$ cat config.mk
export PLATFORM = sky130hd
export DESIGN_NAME = pc_sequencer
export DESIGN_NICKNAME = d
export VERILOG_FILES = /design/src/rtl/pc_sequencer.sv
export SDC_FILE = /design/constraint.sdc
export NUM_CORES = 1
export LEC_CHECK = 0
export ABC_AREA = 1
export BUFFER_PORTS_ARGS = -buffer_cell sky130_fd_sc_hd__buf_4
export CAP_MARGIN = 10
export CORE_MARGIN = 2
export CORE_UTILIZATION = 42
export DETAILED_ROUTE_END_ITERATION = 16
export PLACE_DENSITY = 0.79
export SLEW_MARGIN = 20
export SYNTH_ARGS = -nofsm -noshare
export SYNTH_HDL_FRONTEND = slang
export SYNTH_SLANG_ARGS = --single-unit
$ cat constraint.sdc
create_clock -name clock_i -period 1.4 [get_ports clock_i]
set_input_delay 0.21 -clock clock_i [delete_from_list [all_inputs] [get_ports clock_i]]
set_output_delay 0.21 -clock clock_i [all_outputs]
set_load 0.02 [all_outputs]
$ cat src/rtl/pc_sequencer.sv
`default_nettype none
//==============================================================================
// Module   : pc_sequencer
// Brief    : Next-PC controller for the PC register. Selects increment,
//            branch/jump redirect, hazard stall or multdiv hold, and drives a
//            timed flush after every redirect.
//            Optional exception vectoring: PC_SEQ_EXC_VECTOR_EN
// Revision : 1.0 - initial release
//==============================================================================
module pc_sequencer #(
    parameter int PC_W         = 12,
    parameter int FLUSH_CYCLES = 2
`ifdef PC_SEQ_EXC_VECTOR_EN
    ,
    parameter logic [PC_W-1:0] EXC_VEC = 12'hFF0
`endif
) (
    input  logic            clock_i,
    input  logic            ctrl_reset_i,
    input  logic [PC_W-1:0] pc_cur_i,
    input  logic            stall_in_i,
    input  logic            md_start_i,
    input  logic            md_ready_i,
    input  logic            br_taken_i,
    input  logic [PC_W-1:0] br_target_i,
    input  logic            jump_valid_i,
    input  logic [PC_W-1:0] jump_target_i,
`ifdef PC_SEQ_EXC_VECTOR_EN
    input  logic            exc_req_i,
    output logic [PC_W-1:0] epc_o,
`endif
    output logic [PC_W-1:0] pc_next_o,
    output logic            pc_we_o,
    output logic            flush_o,
    output logic            md_busy_o,
    output logic [1:0]      seq_state_o
);

    typedef enum logic [1:0] {
        ST_RUN     = 2'd0,
        ST_MD_WAIT = 2'd1,
        ST_FLUSH   = 2'd2,
        ST_UNUSED  = 2'd3
    } state_e;

    localparam logic [PC_W-1:0] PC_ONE     = {{(PC_W-1){1'b0}}, 1'b1};
    localparam logic [2:0]      FLUSH_LOAD = 3'(FLUSH_CYCLES);

    state_e          state_q, state_d;
    logic [2:0]      cnt_q, cnt_d;
    logic            flush_q;
    logic            busy_q;
    logic [PC_W-1:0] pc_inc;
    logic [PC_W-1:0] pc_next_d;
    logic            pc_we_d;
    logic            redirect;
    logic [PC_W-1:0] redirect_tgt;

    assign pc_inc = pc_cur_i + PC_ONE;

    // Jump outranks branch; both behave identically apart from the target.
    always_comb begin
        redirect     = 1'b0;
        redirect_tgt = pc_inc;
        if (jump_valid_i) begin
            redirect     = 1'b1;
            redirect_tgt = jump_target_i;
        end else if (br_taken_i) begin
            redirect     = 1'b1;
            redirect_tgt = br_target_i;
        end
    end

    always_comb begin
        state_d   = state_q;
        cnt_d     = cnt_q;
        pc_next_d = pc_inc;
        pc_we_d   = 1'b0;

        case (state_q)
            ST_RUN: begin
                if (redirect) begin
                    pc_next_d = redirect_tgt;
                    pc_we_d   = 1'b1;
                    state_d   = ST_FLUSH;
                    cnt_d     = FLUSH_LOAD;
                end else if (md_start_i) begin
                    state_d = ST_MD_WAIT;
                end else if (!stall_in_i) begin
                    pc_we_d = 1'b1;
                end
            end
            ST_FLUSH: begin
                // md_start is dropped here: that instruction is being squashed.
                cnt_d = (cnt_q != 3'd0) ? cnt_q - 3'd1 : 3'd0;
                if (cnt_d == 3'd0) begin
                    state_d = ST_RUN;
                end
                if (redirect) begin
                    pc_next_d = redirect_tgt;
                    pc_we_d   = 1'b1;
                    state_d   = ST_FLUSH;
                    cnt_d     = FLUSH_LOAD;
                end else if (!stall_in_i) begin
                    pc_we_d = 1'b1;
                end
            end
            ST_MD_WAIT: begin
                if (md_ready_i) begin
                    pc_we_d = 1'b1;
                    state_d = ST_RUN;
                end
            end
            default: begin
                state_d = ST_RUN;
                cnt_d   = 3'd0;
            end
        endcase

`ifdef PC_SEQ_EXC_VECTOR_EN
        if (exc_req_i) begin
            pc_next_d = EXC_VEC;
            pc_we_d   = 1'b1;
            state_d   = ST_FLUSH;
            cnt_d     = FLUSH_LOAD;
        end
`endif

        if (ctrl_reset_i) begin
            pc_next_d = pc_inc;
            pc_we_d   = 1'b0;
        end
    end

    always_ff @(posedge clock_i) begin
        if (ctrl_reset_i) begin
            state_q <= ST_RUN;
            cnt_q   <= 3'd0;
            flush_q <= 1'b0;
            busy_q  <= 1'b0;
        end else begin
            state_q <= state_d;
            cnt_q   <= cnt_d;
            flush_q <= (cnt_d != 3'd0);
            busy_q  <= (state_d == ST_MD_WAIT);
        end
    end

`ifdef PC_SEQ_EXC_VECTOR_EN
    logic [PC_W-1:0] epc_q;

    always_ff @(posedge clock_i) begin
        if (ctrl_reset_i) begin
            epc_q <= '0;
        end else if (exc_req_i) begin
            epc_q <= pc_cur_i;
        end
    end

    assign epc_o = epc_q;
`endif

    assign pc_next_o   = pc_next_d;
    assign pc_we_o     = pc_we_d;
    assign flush_o     = flush_q;
    assign md_busy_o   = busy_q;
    assign seq_state_o = state_q;

endmodule
`default_nettype wire

# Word-level counts from Yosys, hierarchy flattened
# Cells that the tools add are included.
[classes]
reduce_logical = 5
n_eq_ne = 3
n_mux = 24
addsub = 2
[ops]
columns = ["op", "n"]
rows = [
  ["2-to-1 mux 12 bit", 5],
  ["adder 12 x 1 -> 12 bit (second input constant)", 1],
  ["2-to-1 mux 2 bit", 5],
  ["2-to-1 mux 3 bit", 3],
  ["one-hot mux 3 bit (3 select lines)", 1],
  ["2-to-1 mux 1 bit", 8],
  ["one-hot mux 2 bit (3 select lines)", 1],
  ["nonzero test 3 bit", 2],
  ["equality test 2 x 1 -> 1 bit (second input constant)", 2],
  ["logical NOT 3 bit", 1],
  ["one-hot mux 1 bit (3 select lines)", 1],
  ["subtractor 3 x 1 -> 3 bit (second input constant)", 1],
  ["equality test 2 bit (second input constant)", 1],
  ["logical NOT 2 bit", 1],
  ["OR reduction 2 bit", 1],
]
[totals]
out_inout_bits = 17
inputBits = 43
wordCells = 38
ff_bits = 7

# Depth between registers and ports, before layout
# Gate-level depths: netlist (run 1).
[logic_depth]
ltp_word = 7
mapped_depth = 8
depth_no_buf = 7

# Worst setup path before layout (run 1)
# No wires, ideal clock.
[synth_timing]
kind = "register -> output"
startpoint = "register state_q[0], in the netlist seq_state_o[0]"
endpoint = "output pc_next_o[0]"
n_path_buf = 1
t_arrival_ns = 1.228
stages_incl_launch_ff = 5
path_slack_ns = -0.038
required_time_ns = 1.190
cell_sequence = "dfxtp_1 > nor2_4 > nand2_4 > buf_6 > a22oi_1"
[synth_via]
elab_chain_cells = 4
word_cells_on_any_way = 5
cone_classes = "eq/ne (1); mux (2); reduce/logical (2)"
[synth_rtl]
columns = ["element", "line_no", "rtl"]
rows = [
  ["start, declared", "49", "state_e state_q, state_d;"],
  ["start signal, assigned", "142", "state_q <= state_d;"],
  ["equality test 2 bit / logical NOT 2 bit (equally long branches)", "80", "case (state_q)"],
  ["OR reduction 2 bit (no line) (*)", "-", ""],
  ["2-to-1 mux 12 bit (*)", "-", ""],
  ["2-to-1 mux 12 bit (*)", "129", "if (ctrl_reset_i) begin"],
  ["end, declared", "32", "output logic [PC_W-1:0] pc_next_o,"],
]
# Every way passes the cells marked *; elsewhere a longest branch is shown, timed or not.

# Worst setup path in the final report (run 1)
[layout_timing]
startpoint = "register state_q[0], in the netlist seq_state_o[0]"
endpoint = "output pc_next_o[7]"
# The elaborated chain is that of the path after synthesis.

==> results.json, run 1 <==
{
  "die_x_um": 51.58,
  "synth_top_family_by_area": "simple AND/OR/NAND/NOR gates",
  "clk_pin_slew_ns": 0.06,
  "whs_path_depth": 2,
  "r2r-start": "seq_state_o[0]",
  "synthSimpleGateAreaFrac_pct": 47.63,
  "yosysUniqueCellTypes": 26,
  "diodes": 0,
  "wl_per_cell_um": 12.48,
  "initial_utilization_pct": 43.83,
  "synth_cells": 161,
  "dr.first_iter.drc_count": 37,
  "h-tree-depth": 1,
  "synth_xor_area_share_pct": 3.684,
  "maxCapViolCount": 0,
  "antenna_found_initial": 0,
  "drive_gt1_share_pct": 50.21,
  "grt_overflow": 0,
  "cp_max_fo": 6,
  "seq_area_frac_synth_pct": 14.74,
  "ff2ff_path_depth": 9,
  "grt_setup_unrepaired": "true",
  "min_to": "seq_state_o[0]",
  "setup_violations": 13,
  "numCtsBuffers": 3,
  "worstPathRequired_ns": 1.19,
  "timing.fmax_mhz": 654.0,
  "fin_ws_ns": -0.1290,
  "worst_slew_pin_slew_ns": 0.2224,
  "worst-setup-path-type": "register to output port",
  "fin_nets": 282,
  "viasPerCell": 5.042,
  "clock_latency_ns": 0.26,
  "synth_fa_ha_area_share_pct": 3.947,
  "worst-r2r-setup-slack_ns": 0.20,
  "grtUsageMet2_pct": 47.65,
  "power_density_mw_per_mm2": 568.2,
  "synth_nets": 207,
  "met1_usage_pct": 29.53,
  "dp_hpwl_um": 2360,
  "syn_to_final_growth_pct": 74.74,
  "synth_compound_area_share_pct": 16.84,
  "fin_crit_ns": 1.529,
  "cts_tree": "yes",
  "synth.avg_cell_area_um2": 5.906,
  "finalCritPeriodShare_pct": 109.2,
  "violations": "setup timing",
  "routed_wl_um": 3281,
  "grtUsageMet3_pct": 1.724,
  "ys_ff_latch": 7,
  "grt_pass1_vias": 1198,
  "grt_pass1_wl_um": 5161,
  "ant_nets": 0,
  "dr_total_vias": 1326,
  "die_height_um": 51.58,
  "worst_setup_path_start_kind": "register",
  "r2r_end": "flush_o",
  "grt_usage_pct": 24.53,
  "firstDrtPassIters": 4,
  "io_pins": 60,
  "status": "finished, violations left",
  "preCtsSetupSlack_ns": 0.0006802,
  "skew_ns": 0.008339,
  "yosys_warnings": 0,
  "critPathCaptureType": "output port",
  "drcViolationCount": 0,
  "place.port_buffers": 59,
  "finalHoldViolCount": 0,
  "tns_ns": -1.434,
  "cts.hold.buffers_added": 0,
  "place_congestion": 0.7618,
  "leakagePower_uw": 0.0008723,
  "relSlewSlack_pct": 85.15,
  "finalPower_uw": 944.1,
  "holdWs_ns": 0.1597,
  "fp.coreArea_mm2": 0.002170,
  "root_buffer": "clkbuf_4",
  "synth_area_um2": 950.9,
  "slew_viol_final": 0,
  "worstHoldStart": "ctrl_reset_i",
  "cts_sinks": 7,
  "irDropWorstVdd_v": 0.0005630,
  "hold_path.class": "primary input to register",
  "grt.busiest_layer": "met2",
  "grt_max_degree": 9,
  "critPathArrivalTime_ns": 1.32,
  "clock_path_buffers": 2,
  "die_area_mm2": 0.002661,
  "row_count": 17,
  "synthMuxAreaShare_pct": 0
}
==> worst max-delay path by stage <==
stage	start	to	slack, ns	cells past startpoint
5_1_grt	seq_state_o[0]	pc_next_o[9]	-0.20	7
4_1_cts	seq_state_o[0]	pc_next_o[6]	-0.13	7
3_5_place_dp	pc_cur_i[0]	pc_next_o[8]	0.0007	9
3_3_place_gp	pc_cur_i[0]	pc_next_o[8]	0.04	9
2_1_floorplan	seq_state_o[0]	pc_next_o[0]	-0.04	4
6_report	seq_state_o[0]	pc_next_o[7]	-0.13	7
==> kinds of logic (layout without fill, tap and decap cells) <==
kind of cell	Yosys count	after routing
xor gates and xnor gates	4	4
adders and majority gates	3	3
DFF	7	7
and+or+nand+nor	91	92
buffers and inverters	28	101
AOI/OAI and AO/OA	28	28
==> critical path, stage by stage, from the launching register on <==
cell and delay (ns):
dfxtp_4 0.35, nor2_4 0.14, nand2_4 0.10, inv_4 0.09
nand2_2 0.06, a21oi_2 0.11, a21oi_2 0.04, buf_4 0.16
==> Yosys cell counts <==
| cell type | number | area [um2] |
|---|---|---|
| nor2_8 | 1 | 20.02 |
| a22o_1 | 1 | 8.760 |
| buf_6 | 2 | 22.52 |
| a211oi_1 | 1 | 7.510 |
| nand3_2 | 1 | 10.01 |
| nor2_1 | 12 | 45.04 |
| nor2_4 | 3 | 33.78 |
| inv_1 | 19 | 71.32 |
| ha_1 | 3 | 37.54 |
| nand2_2 | 5 | 31.28 |
| o22ai_1 | 3 | 18.77 |
| o21ai_1 | 3 | 15.01 |
| xor2_1 | 1 | 8.760 |
| a22oi_1 | 3 | 22.52 |
| a21oi_1 | 16 | 80.08 |
| or2_1 | 3 | 18.77 |
| nand2_4 | 2 | 22.52 |
| inv_2 | 6 | 22.52 |
| inv_6 | 1 | 8.760 |
| a21boi_1 | 1 | 7.510 |
| nand4_1 | 5 | 31.28 |
| dfxtp_1 | 7 | 140.1 |
| nand3_1 | 12 | 60.06 |
| xnor2_1 | 3 | 26.28 |
| nand2_1 | 46 | 172.7 |
| nand3b_1 | 1 | 7.510 |
==> cell usage in the layout, fill, tap and decap left out <==
| cell | count |
|---|---|
| inv_1 | 19 |
| dfxtp_2 | 1 |
| nand3b_1 | 1 |
| nor2_1 | 10 |
| xnor2_1 | 3 |
| a21boi_1 | 1 |
| nor2_2 | 2 |
| clkbuf_1 | 1 |
| nand2_2 | 9 |
| nor2_8 | 1 |
| buf_4 | 62 |
| a21oi_2 | 10 |
| o21ai_1 | 2 |
| nor2_4 | 3 |
| dfxtp_1 | 5 |
| nand2_1 | 41 |
| nand3_2 | 1 |
| o21ai_2 | 1 |
| inv_6 | 1 |
| ha_1 | 3 |
| nand2_4 | 4 |
| or2_1 | 3 |
| clkbuf_4 | 3 |
| buf_6 | 9 |
| a21oi_1 | 6 |
| inv_4 | 2 |
| a22oi_2 | 3 |
| o22ai_1 | 3 |
| inv_2 | 4 |
| xor2_1 | 1 |
| a211oi_2 | 1 |
| nand4_1 | 5 |
| nand3_1 | 12 |
| a22o_1 | 1 |
| dfxtp_4 | 1 |
==> per-layer routing <==
metal | up-vias | wire length, um
met5 | - | 0
met4 | 0 | 14
met3 | 2 | 212
met2 | 53 | 1747
met1 | 601 | 1307
li1 | 670 | -
==> report_power, final <==
part	leakage [uW]	total (uW)	switching, uW	internal (uW)
clock network	0.0000150	190	81.0	109
registers	0.0000585	218	8.15	210
logic	0.000799	535	278	258
==> layout make-up <==
class	instances	area, um2
timing repair buffer	71	566.8
fill	172	508.0
sequential	7	145.1
clock buffer	4	26.28
inverter	26	107.6
tap	28	35.03
multi-input combinational	127	780.7
==> stage by stage <==
stage,instance area (um2),utilization (%),cells
finish,1662,76.59,263
global route,1662,76.59,263
CTS,1605,73.99,262
detailed placement,1444,66.55,250
global placement,1444,66.55,250
floorplan,958.4,-,161
==> state kept, by name, indices dropped and copies added (netlist names) <==
signal,count
cnt_q,3
flush_o,1
md_busy_o,1
seq_state_o,2
==> what timing repair did <==
item / in CTS / in global routing
pin swaps: 5 / 7
setup buffers: 7 / 1
gates cloned: 1 / 0
resized for setup: 23 / 13
endpoints found under the setup margin: 13 / 13
(Power assumes the default switching activity.)
==> run 2, diff against run 1 <==
==> constraint.sdc (replaced) <==
create_clock -name clock_i -period 1.4 [get_ports clock_i]
set_input_delay 0.14 -clock clock_i [delete_from_list [all_inputs] [get_ports clock_i]]
set_output_delay 0.14 -clock clock_i [all_outputs]
set_load 0.02 [all_outputs]
==> run 2 against run 1 <==
  * The flow still finishes with violations (setup timing)
  * Flip-flop and latch count did not move
  * Global-route usage decreased by 2.4 points
  * Hold slack lost 0.053 ns
  * Combinational power shrank 10%
  * Fmax rose by 4.1%
  * Final cell count fell by 3.0%
  * Sequential power is essentially flat
  * Critical path depth did not move
  * Register-to-register slack worse by 0.05 ns
  * Utilization is 5.9 points lower
  * Routed wire length is 12% lower
  * Critical endpoint unchanged
==> results.json, run 2 (same netlist as run 1, synthesis figures left out) <==
{
  "irDropWorstVdd_v": 0.0005361,
  "relSlewSlack_pct": 86.05,
  "maxCapViolCount": 0,
  "regMostFlops": "cnt_q",
  "critPathArrivalTime_ns": 1.33,
  "drive_gt1_share_pct": 43.17,
  "grt_usage_pct": 22.13,
  "wl_per_cell_um": 11.38,
  "grt_setup_unrepaired": "true",
  "mostFrequentLayoutCells": "buf_4 (60), nand2_1 (44), inv_1 (19)",
  "dp_hpwl_um": 2139,
  "grt_pass1_wl_um": 4678,
  "grt_max_degree": 10,
  "fin_crit_ns": 1.469,
  "cp_max_fo": 8,
  "diodes": 0,
  "tns_ns": -0.3044,
  "worst-r2r-setup-slack_ns": 0.15,
  "worst_slew_pin_slew_ns": 0.2078,
  "place.port_buffers": 59,
  "routed_wl_um": 2903,
  "row_count": 17,
  "skew_ns": 0.007096,
  "power_density_mw_per_mm2": 572.8,
  "status": "finished, violations left",
  "hold_path.class": "primary input to register",
  "finalHoldViolCount": 0,
  "syn_to_final_growth_pct": 61.18,
  "fin_nets": 274,
  "dr.first_iter.drc_count": 10,
  "numCtsBuffers": 3,
  "slew_viol_final": 0,
  "cts_sinks": 7,
  "worst_setup_path_start_kind": "register",
  "timing.fmax_mhz": 680.8,
  "clock_latency_ns": 0.25,
  "grt_overflow": 0,
  "finalPower_uw": 878.0,
  "largest_reg_flops": 3,
  "firstDrtPassIters": 4,
  "clk_pin_slew_ns": 0.05,
  "drcViolationCount": 0,
  "cts.hold.buffers_added": 0,
  "h-tree-depth": 1,
  "finalCritPeriodShare_pct": 104.9,
  "place_congestion": 0.7807,
  "root_buffer": "clkbuf_4",
  "io_pins": 60,
  "violations": "setup timing",
  "fin_ws_ns": -0.06879,
  "clock_path_buffers": 2,
  "grt_pass1_vias": 1125,
  "worst-setup-path-type": "register to output port",
  "layout_commonest_cell": "buf_4",
  "leakagePower_uw": 0.0008229,
  "die_height_um": 51.58,
  "die_area_mm2": 0.002661,
  "dr_total_vias": 1265,
  "nFillCells": 204,
  "die_x_um": 51.58,
  "initial_utilization_pct": 43.83,
  "fp.coreArea_mm2": 0.002170,
  "viasPerCell": 4.961,
  "worstPathRequired_ns": 1.26,
  "cts_tree": "yes",
  "antenna_found_initial": 0,
  "setup_violations": 9,
  "critPathCaptureType": "output port",
  "ant_nets": 0
}
==> run 2: cell count changes in the layout (fill, tap and decap cells not counted), sizes merged <==
cell / previous run / this run
buf: 71 / 63
clkbuf: 4 / 3
clkinv: 0 / 1
==> run 2: report_power, final <==
part / total [uW] / internal (uW) / switching (uW) / leakage (uW)
registers: 217 / 210 / 7.63 / 0.0000583
logic: 481 / 226 / 255 / 0.000747
clock network: 180 / 104 / 75.7 / 0.0000177
==> run 2: repair_timing <==
action	CTS	global route
gates cloned	1	0
pin swaps	5	5
buffers inserted	3	1
hold endpoints to repair	0	0
gates resized for setup	4	14
endpoints found under the setup margin	12	13
==> run 2: final cells by class <==
type                    count  area, um2  area share [%]
multi-input cells         127      734.5           47.92
repair buffers             63      484.2           31.59
flip-flops and latches      7      143.9           9.388
inverters                  26      107.6           7.020
well taps                  28      35.03           2.286
clock buffers               3      22.52           1.469
clock inverters             1      5.005          0.3265
==> run 2: path summary, 6_finish.rpt <==
| kind | start | endpoint | cells past startpoint |
|---|---|---|---|
| max reg2reg | cnt_q[2] | flush_o | 6 |
| min reg2reg | cnt_q[1] | cnt_q[1] | 4 |
| max | seq_state_o[0] | pc_next_o[7] | 7 |
| min | ctrl_reset_i | seq_state_o[0] | 2 |
==> run 2: stage by stage <==
step | cells | cell area [um2] | worst slack, ns | hold slack, ns | util [%]
after floorplan | 161 | 950.9 | 0.03206 | 0.2091 | -
after global placement | 246 | 1406 | 0.1021 | 0.3677 | 64.82
after detailed placement | 246 | 1406 | 0.08872 | 0.3720 | 64.82
after CTS | 254 | 1471 | -0.04885 | 0.1007 | 67.82
after global routing | 255 | 1533 | -0.1569 | 0.09783 | 70.65
final | 255 | 1533 | -0.06879 | 0.1067 | 70.65
==> run 2: per-layer routing <==
metal  track usage [%]  vias to the layer above  part of all wire [%]
li1                  -                      651                     -
met1             27.29                      567                    43
met2             39.74                       43                    50
met3             2.299                        4                   6.2
met4             7.456                        0                  0.76
met5                 0                        -                     0
==> run 2: worst max-delay path, stage by stage (launching register included) <==
cell and delay [ns]:
dfxtp_4 0.34, nor2_4 0.14, nand2_4 0.12, inv_4 0.09, nand2_2 0.05, a21oi_2 0.12
a21oi_2 0.05, buf_4 0.16
==> run 3, diff against run 2 <==
--- a/config.mk
+++ b/config.mk
@@ -8,5 +8,5 @@
 export ABC_AREA = 1
 export BUFFER_PORTS_ARGS = -buffer_cell sky130_fd_sc_hd__buf_4
-export CAP_MARGIN = 10
+export CAP_MARGIN = 20
 export CORE_MARGIN = 2
 export CORE_UTILIZATION = 42
==> constraint.sdc (replaced) <==
create_clock -name clock_i -period 1.4 [get_ports clock_i]
set_input_delay 0.07 -clock clock_i [delete_from_list [all_inputs] [get_ports clock_i]]
set_output_delay 0.07 -clock clock_i [all_outputs]
set_load 0.02 [all_outputs]
==> run 3 against run 2 <==
  * The run still ends with setup timing left
  * Hold slack got worse by 0.062 ns
  * Clock skew fell by 0.0044 ns
  * Setup slack improved by 0.059 ns
  * Sequential share of layout area rose by 0.11 points
  * Fmax rose by 4.2%
  * Clock-buffer cell count rose by 1
  * Flip-flop and latch count did not move
  * Register-to-register slack barely moved
  * Total power fell by 0.17%
  * Final cell count did not move
  * Largest power group unchanged
  * Highest routed layer unchanged
==> results.json, run 3 (same netlist as run 1, synthesis figures left out) <==
{
  "worst_slew_pin_slew_ns": 0.2160,
  "place_congestion": 0.7628,
  "worst_path_largest_cell_delay_ns": 0.35,
  "cp_slowest_cell": "dfxtp_4",
  "critPathCaptureType": "output port",
  "power_density_mw_per_mm2": 578.5,
  "net-switching-power_uw": 335.7,
  "initial_utilization_pct": 43.83,
  "skew_ns": 0.002726,
  "irDropWorstVdd_v": 0.0005202,
  "ff2ff_path_depth": 6,
  "regMostFlops": "cnt_q",
  "dp_hpwl_um": 2279,
  "clkPwrFrac_pct": 20.8,
  "layout_commonest_cell": "buf_4",
  "viasPerCell": 5.141,
  "clock_latency_ns": 0.25,
  "worstPathRequired_ns": 1.33,
  "cp_max_fo": 8,
  "drive_gt1_share_pct": 42.29,
  "seq_area_um2": 143.9,
  "grt_usage_pct": 22.95,
  "io_pins": 60,
  "finalPower_uw": 876.5,
  "cellInternalPower_uw": 540.8,
  "finalHoldViolCount": 0,
  "holdWs_ns": 0.04453,
  "h-tree-depth": 1,
  "grt_overflow": 0,
  "multi_input_area_um2": 728.2,
  "relSlewSlack_pct": 85.55,
  "worst-setup-path-type": "register to output port",
  "critical_path.cell_chain": "nor2_4 > nand2_4 > inv_4 > nand2_2 > a21oi_2 > a21oi_2 > buf_4",
  "mostFrequentLayoutCells": "buf_4 (62), nand2_1 (44), inv_1 (19)",
  "die_area_mm2": 0.002661,
  "ant_nets": 0,
  "grt_max_degree": 10,
  "syn_to_final_growth_pct": 59.34,
  "root_buffer": "clkbuf_4",
  "routed_wl_um": 3029,
  "clock_path_buffers": 2,
  "fin_crit_ns": 1.410,
  "cts_tree": "yes",
  "row_count": 17,
  "die_height_um": 51.58,
  "maxCapViolCount": 0,
  "cts_sinks": 7,
  "nFillCells": 205,
  "power_frac_comb_pct": 54.4,
  "violations": "setup timing",
  "antenna_found_initial": 0,
  "grt_pass1_vias": 1243,
  "firstDrtPassIters": 5,
  "largest_reg_flops": 3,
  "timing.fmax_mhz": 709.2,
  "leakagePower_uw": 0.0008164,
  "status": "finished, violations left",
  "die_x_um": 51.58,
  "finalCritPeriodShare_pct": 100.7,
  "clk_pin_slew_ns": 0.05,
  "worst_setup_path_start_kind": "register",
  "power_frac_seq_pct": 24.8,
  "dr_total_vias": 1311,
  "fin_nets": 274,
  "diodes": 0,
  "wl_per_cell_um": 11.88,
  "drcViolationCount": 0,
  "grt_setup_unrepaired": "true",
  "worst-r2r-setup-slack_ns": 0.15,
  "place.port_buffers": 59,
  "sw_frac_of_total_pct": 38.30,
  "critPathArrivalTime_ns": 1.34,
  "hold_path.class": "primary input to register",
  "cts.hold.buffers_added": 0,
  "slew_viol_final": 0,
  "whs_path_depth": 2,
  "fin_ws_ns": -0.01006,
  "dr.first_iter.drc_count": 16,
  "crit_top_cell": "a21oi_2",
  "numCtsBuffers": 3,
  "grt_pass1_wl_um": 4774,
  "fp.coreArea_mm2": 0.002170,
  "setup_violations": 1
}
-- run 3: final cells by class --
| cell class | instances | share of cell area, % |
|---|---|---|
| tap | 28 | 2.312 |
| timing repair buffer | 63 | 31.46 |
| sequential | 7 | 9.496 |
| multi-input combinational | 127 | 48.06 |
| clock buffer | 4 | 1.734 |
| inverter | 26 | 6.936 |
-- run 3: path summary, 6_finish.rpt --
kind	from	to
min reg2reg	cnt_q[1]	cnt_q[1]
min	ctrl_reset_i	md_busy_o
max reg2reg	cnt_q[1]	seq_state_o[1]
max	seq_state_o[0]	pc_next_o[7]
-- run 3: what timing repair did --
action                                 CTS  global route
buffers inserted                         2             2
resized for setup                        1            13
gates cloned                             1             0
endpoints found under the hold margin    0             0
setup endpoints to repair                7             7
pin swaps                                2             4
-- run 3: power groups by stage --
stage,logic [uW],registers (uW),clock network (uW)
CTS,451,219,190
global route,519,218,202
detailed placement,439,222,0
floorplan,227,231,0
finish,477,217,183
global placement,431,222,0
-- run 3: metal layers --
metal | GRT usage (%) | routed length, um
met5 | 0 | 0
met4 | 11.84 | 37
met3 | 3.161 | 211
met2 | 43.80 | 1530
met1 | 24.04 | 1250
-- run 3: worst max-delay path: cells and delay by family, from the launching register on --
family | cells | cell delay (ns)
and+or+nand+nor | 3 | 0.31
DFF | 1 | 0.35
AOI/OAI and AO/OA | 2 | 0.17
buffers and inverters | 2 | 0.25
-- run 3: through the flow --
stage               std cells  setup TNS (ns)  setup slack [ns]  cell area, um2  utilization [%]
global placement          246               0            0.2102            1406            64.82
detailed placement        246               0            0.1541            1406            64.82
CTS                       253               0          0.007489            1455            67.07
finish                    255        -0.01006          -0.01006            1515            69.84
global route              255         -0.4882          -0.08054            1515            69.84
floorplan                 161               0            0.1021           950.9                -
